--- config.mk ---
export PLATFORM = sky130hd
export DESIGN_NAME = touch_cv_glide
export DESIGN_NICKNAME = d
export VERILOG_FILES = /design/src/rtl/touch_cv_glide.sv
export SDC_FILE = /design/constraint.sdc
export NUM_CORES = 1
export LEC_CHECK = 0
export CAP_MARGIN = 10
export CORE_ASPECT_RATIO = 1.25
export CORE_MARGIN = 1
export CORE_UTILIZATION = 50
export CTS_CLUSTER_DIAMETER = 30
export DETAILED_ROUTE_END_ITERATION = 10
export PLACE_DENSITY = 0.83
export SYNTH_ARGS = -nofsm -noshare
export SYNTH_HDL_FRONTEND = slang
export SYNTH_SLANG_ARGS = --single-unit
--- constraint.sdc ---
create_clock -name clk -period 8.9 [get_ports clk]
set_clock_uncertainty 0.15 [all_clocks]
set_input_delay 2.225 -clock clk [delete_from_list [all_inputs] [get_ports clk]]
set_output_delay 2.225 -clock clk [all_outputs]
set_load 0.005 [all_outputs]
--- src/rtl/touch_cv_glide.sv ---
// touch_cv_glide: per-channel touch magnitude to signed CV converter.
// One channel per clk through a shared datapath; direct/glide/latch/gate modes.
module touch_cv_glide #(
    parameter int W    = 16,
    parameter int N_CH = 4
) (
    input  logic                clk,
    input  logic                rst,
    input  logic                sample_clk,
    input  logic [8*N_CH-1:0]   touch,
    input  logic [N_CH-1:0]     jack,
    input  logic [2*N_CH-1:0]   mode,
    input  logic [7:0]          threshold,
    input  logic [3:0]          glide_shift,
    output logic [W*N_CH-1:0]   sample_out,
    output logic                out_valid,
    output logic                busy
);

    localparam int CW  = (N_CH > 1) ? $clog2(N_CH) : 1;
    localparam int PAD = W - 10;

    typedef enum logic [1:0] {
        IDLE,
        RUN,
        DONE
    } state_t;

    state_t state, state_nx;

    logic [CW-1:0]       ch;
    logic                ch_last;
    logic                sample_clk_q;
    logic                frame_edge;

    logic [7:0]          touch_q [N_CH];
    logic [1:0]          mode_q  [N_CH];
    logic [N_CH-1:0]     jack_q;
    logic [7:0]          thr_q;
    logic [3:0]          shift_q;

    logic signed [W-1:0] y [N_CH];

    logic [7:0]          touch_k;
    logic signed [W-1:0] y_k;
    logic signed [W-1:0] t;
    logic signed [W-1:0] gate_hi;
    logic signed [W:0]   d;
    logic signed [W:0]   s;
    logic signed [W-1:0] glide_r;
    logic signed [W-1:0] r;
    logic                pressed;

    assign frame_edge = sample_clk & ~sample_clk_q;
    assign ch_last    = (ch == CW'(N_CH - 1));

    assign touch_k = touch_q[ch];
    assign y_k     = y[ch];
    assign t       = W'(touch_k) << PAD;
    assign gate_hi = W'(8'hFF) << PAD;
    assign pressed = (touch_k >= thr_q);

    always_comb begin
        d = {t[W-1], t} - {y_k[W-1], y_k};
        s = d >>> shift_q;
        // a residual step below one LSB still moves one LSB toward target
        if (s == '0 && d != '0) begin
            s = d[W] ? '1 : (W+1)'(1);
        end
        glide_r = y_k + s[W-1:0];
    end

    always_comb begin
        r = y_k;
        if (jack_q[ch]) begin
            r = '0;
        end else begin
            unique case (mode_q[ch])
                2'd0:    r = t;
                2'd1:    r = glide_r;
                2'd2:    r = pressed ? t : y_k;
                default: r = pressed ? gate_hi : '0;
            endcase
        end
    end

    always_comb begin
        state_nx  = state;
        busy      = 1'b0;
        out_valid = 1'b0;
        unique case (state)
            IDLE: begin
                if (frame_edge) state_nx = RUN;
            end
            RUN: begin
                busy = 1'b1;
                if (ch_last) state_nx = DONE;
            end
            DONE: begin
                out_valid = 1'b1;
                state_nx  = IDLE;
            end
            default: state_nx = IDLE;
        endcase
    end

    always_ff @(posedge clk or negedge rst) begin
        if (!rst) begin
            state        <= IDLE;
            sample_clk_q <= 1'b0;
            ch           <= '0;
            jack_q       <= '0;
            thr_q        <= '0;
            shift_q      <= '0;
            for (int k = 0; k < N_CH; k++) begin
                touch_q[k] <= '0;
                mode_q[k]  <= '0;
                y[k]       <= '0;
            end
        end else begin
            sample_clk_q <= sample_clk;
            state        <= state_nx;
            if (state == IDLE && frame_edge) begin
                ch      <= '0;
                jack_q  <= jack;
                thr_q   <= threshold;
                shift_q <= glide_shift;
                for (int k = 0; k < N_CH; k++) begin
                    touch_q[k] <= touch[8*k +: 8];
                    mode_q[k]  <= mode[2*k +: 2];
                end
            end
            if (state == RUN) begin
                y[ch] <= r;
                ch    <= ch + 1'b1;
            end
        end
    end

    // the output register is the per-channel state itself
    for (genvar g = 0; g < N_CH; g++) begin : g_out
        assign sample_out[W*g +: W] = y[g];
    end

endmodule

==> results.md <==
- Fin. max-slew vios: 0
- Setup crit end kind: flop
- Status: finished clean
- Largest net degree at the start of global routing: 82
- DRC Markers: 0
- Final Critical Period: 8064 ps
- Antenna Nets Post-Route: 0
- Hold Fails Final Rpt: 0
- Post-DP HPWL: 16770 um
- Max Freq: 124.0 MHz
- WP data arrival: 8180 ps
- Number of synthesized flops with an enable pin: 0
- Seq/Total Area, Yosys: 0.3799
- Final period util: 0.9061
- Num ports: around 130
- DR vias: 7289
- Via count of the first global-routing pass: 7153
- Hold Buf Count CTS: 0
- Yosys cell types: 70
- Highest routed metal layer: met4
- Core area: 16140 um2
- Final setup vio count: 0
- Post-CTS sizing: 0
- Mapped cell area: 8233 um2
- CP max FO: 22
- Layout cells sized above 1: 0.1411
- Top post-synthesis cells by area: dfrtp_1, mux4_2, mux2_2
- Die area: 16990 um2
- RSZ-0062 raised after global routing: false
- Via/cell ratio: roughly 6.3
- Gpl congestion: 0.9786
- DRT iter0 DRCs: between 700 and 800
- CTS tree: yes
- FF+latch count, synth: 125
- Crit start category: flop
- Number of post-CTS setup repair buffers: 0
- WL final: 23930 um
- I/O Buffers: around 120
- DR WL met3: 1755 um
- Worst skew pair latency: 420 ps
- Ys flop type: dfrtp_1
- Antenna violations before repair: 0
- First-pass GRT wire length: 38520 um
- Post-synth ARST share: 1.000
- Clk sink count: 125
- Avg Inst Size Synth: 9.801 um2
- Critical Path RT: about 9000 ps
- Worst-path clk slew: about 60 ps
- Overflow left after global routing: 0
- Die extent in y: 145.5 um
- DR WL/cell: 20.52 um
- Most frequent cell after synthesis: dfrtp_1
- Initial core utilization: 0.5102
- Leading area contributor after synthesis: dfrtp_1
- Yosys warnings: 0
- HP Class: reg -> reg
- Area grow syn2layout: 23.54%
- Slew HR: 0.1837
- Max-cap violations: 0
- Buffer levels on the longest clock path: 2
- Critical path class: reg -> reg
- Global-route usage over all layers: 0.2978
- Final TNS setup: 0 ps
- CTS buffer count: 17
- Mapped Nets: 937
- Die W: around 120 um
- Slew @ Worst Pin: about 1200 ps
- Number of core rows: 52
- Share of the synthesized area in the top cell type: 0.3799
- Routed wl met2: 11810 um
- Post-synthesis instance total: between 800 and 900
- Fin nets: approximately 1.0k
- Drt first pass iters: 6
- Routed met1 length: ~9500 um
- H-tree Lvls: 4
- Root Buffer: clkbuf_16
- Synth top cells by count: dfrtp_1, nand2_1, o21ai_0, mux2_2, clkbuf_1
- Antenna cell count: 0
worst max-delay path, cell delays in order, from the launching register on:
cell and delay [ps]:
dfrtp_1 720, buf_12 250, mux4_2 390, inv_1 90, ha_1 360, a41oi_1 290
o221ai_1 290, a311oi_1 580, o21ai_2 170, xnor2_1 420, mux2_2 240, mux4_2 250
nor4b_1 210, or4b_1 470, o31ai_2 210, ha_1 210, inv_1 50, fa_1 380
nand3b_1 190, a21boi_0 190, o21ai_0 130, a21oi_1 180, o21ai_0 180, a211oi_1 400
or3_1 200, nand3_1 90, a31oi_1 440, o31ai_1 140
metal layers:
layer	vias up	global-route usage
li1	3296	-
met1	3552	0.3949
met2	369	0.4734
met3	72	0.05581
met4	0	0.1316
met5	-	0
through the flow:
stage	instance area [um2]	utilization	setup slack (ps)	hold WS, ps	std cells
after floorplan	8233	-	1019	325.0	840
after global placement	9608	0.5955	1060	334.5	1134
after detailed placement	9608	0.5955	922.6	343.2	1134
after CTS	10170	0.6302	819.2	357.9	1166
after global routing	10170	0.6304	173.7	377.0	1166
final	10170	0.6304	835.7	353.7	1166
placed cells by master (no fill, tap or decap), types with 10 or more instances in the layout:
master and count:
dfrtp_1 124, nor3_1 10, a21oi_1 31, nand2_1 121, a21o_1 14, nand2b_1 13, nand3_1 11, inv_1 37
clkbuf_16 17, xnor2_1 15, ha_1 37, o31ai_1 31, o21ai_0 62, clkdlybuf4s50_1 123, nor2_1 36, mux2_2 52
mux4_2 29, mux2i_1 22
cell type report:
cell class / count / area [um2]
Inverter: 39 / 146.4
Fill cell: 1307 / 5964
Clock buffer: 20 / 446.7
Sequential cell: 125 / 3132
Tap cell: 216 / 270.3
Timing Repair Buffer: 132 / 1311
Clock inverter: 12 / 113.9
Multi-Input combinational cell: 622 / 4751
sequential cells by signal, summed over array words and instances, names as in the netlist:
signal / flops
mode_q: 8
thr_q: 8
sample_out: 64
sample_clk_q: 1
state: 2
ch: 2
touch_q: 32
shift_q: 4
jack_q: 4
logic make-up after synthesis:
logic type,share of synthesized area
multiplexers,0.1813
buffers and inverters,0.04377
adder cells (fa/ha/maj),0.05866
XOR/XNOR,0.02340
AO/OA/AOI/OAI,0.1851
flip-flops,0.3799
AND/OR/NAND/NOR,0.1278
path summary, 6_finish.rpt:
path                                                 start                          to  slack, ps  cells past startpoint
worst min-delay path            sample_out[35]$_DFFE_PN0P_  sample_out[35]$_DFFE_PN0P_        350                      2
worst max register to register           ch[1]$_DFFE_PN0P_  sample_out[14]$_DFFE_PN0P_        840                     27
worst max-delay path                     ch[1]$_DFFE_PN0P_  sample_out[14]$_DFFE_PN0P_        840                     27
min in group asynchronous                              rst      shift_q[1]$_DFFE_PN0P_       1660                      1
worst min register to register  sample_out[35]$_DFFE_PN0P_  sample_out[35]$_DFFE_PN0P_        350                      2
max in group asynchronous                              rst           ch[0]$_DFFE_PN0P_       5380                      2
Power is left out: the tool's default activity adds up to more than one toggle a clock period on the data nets, which glitch-free logic cannot reach.
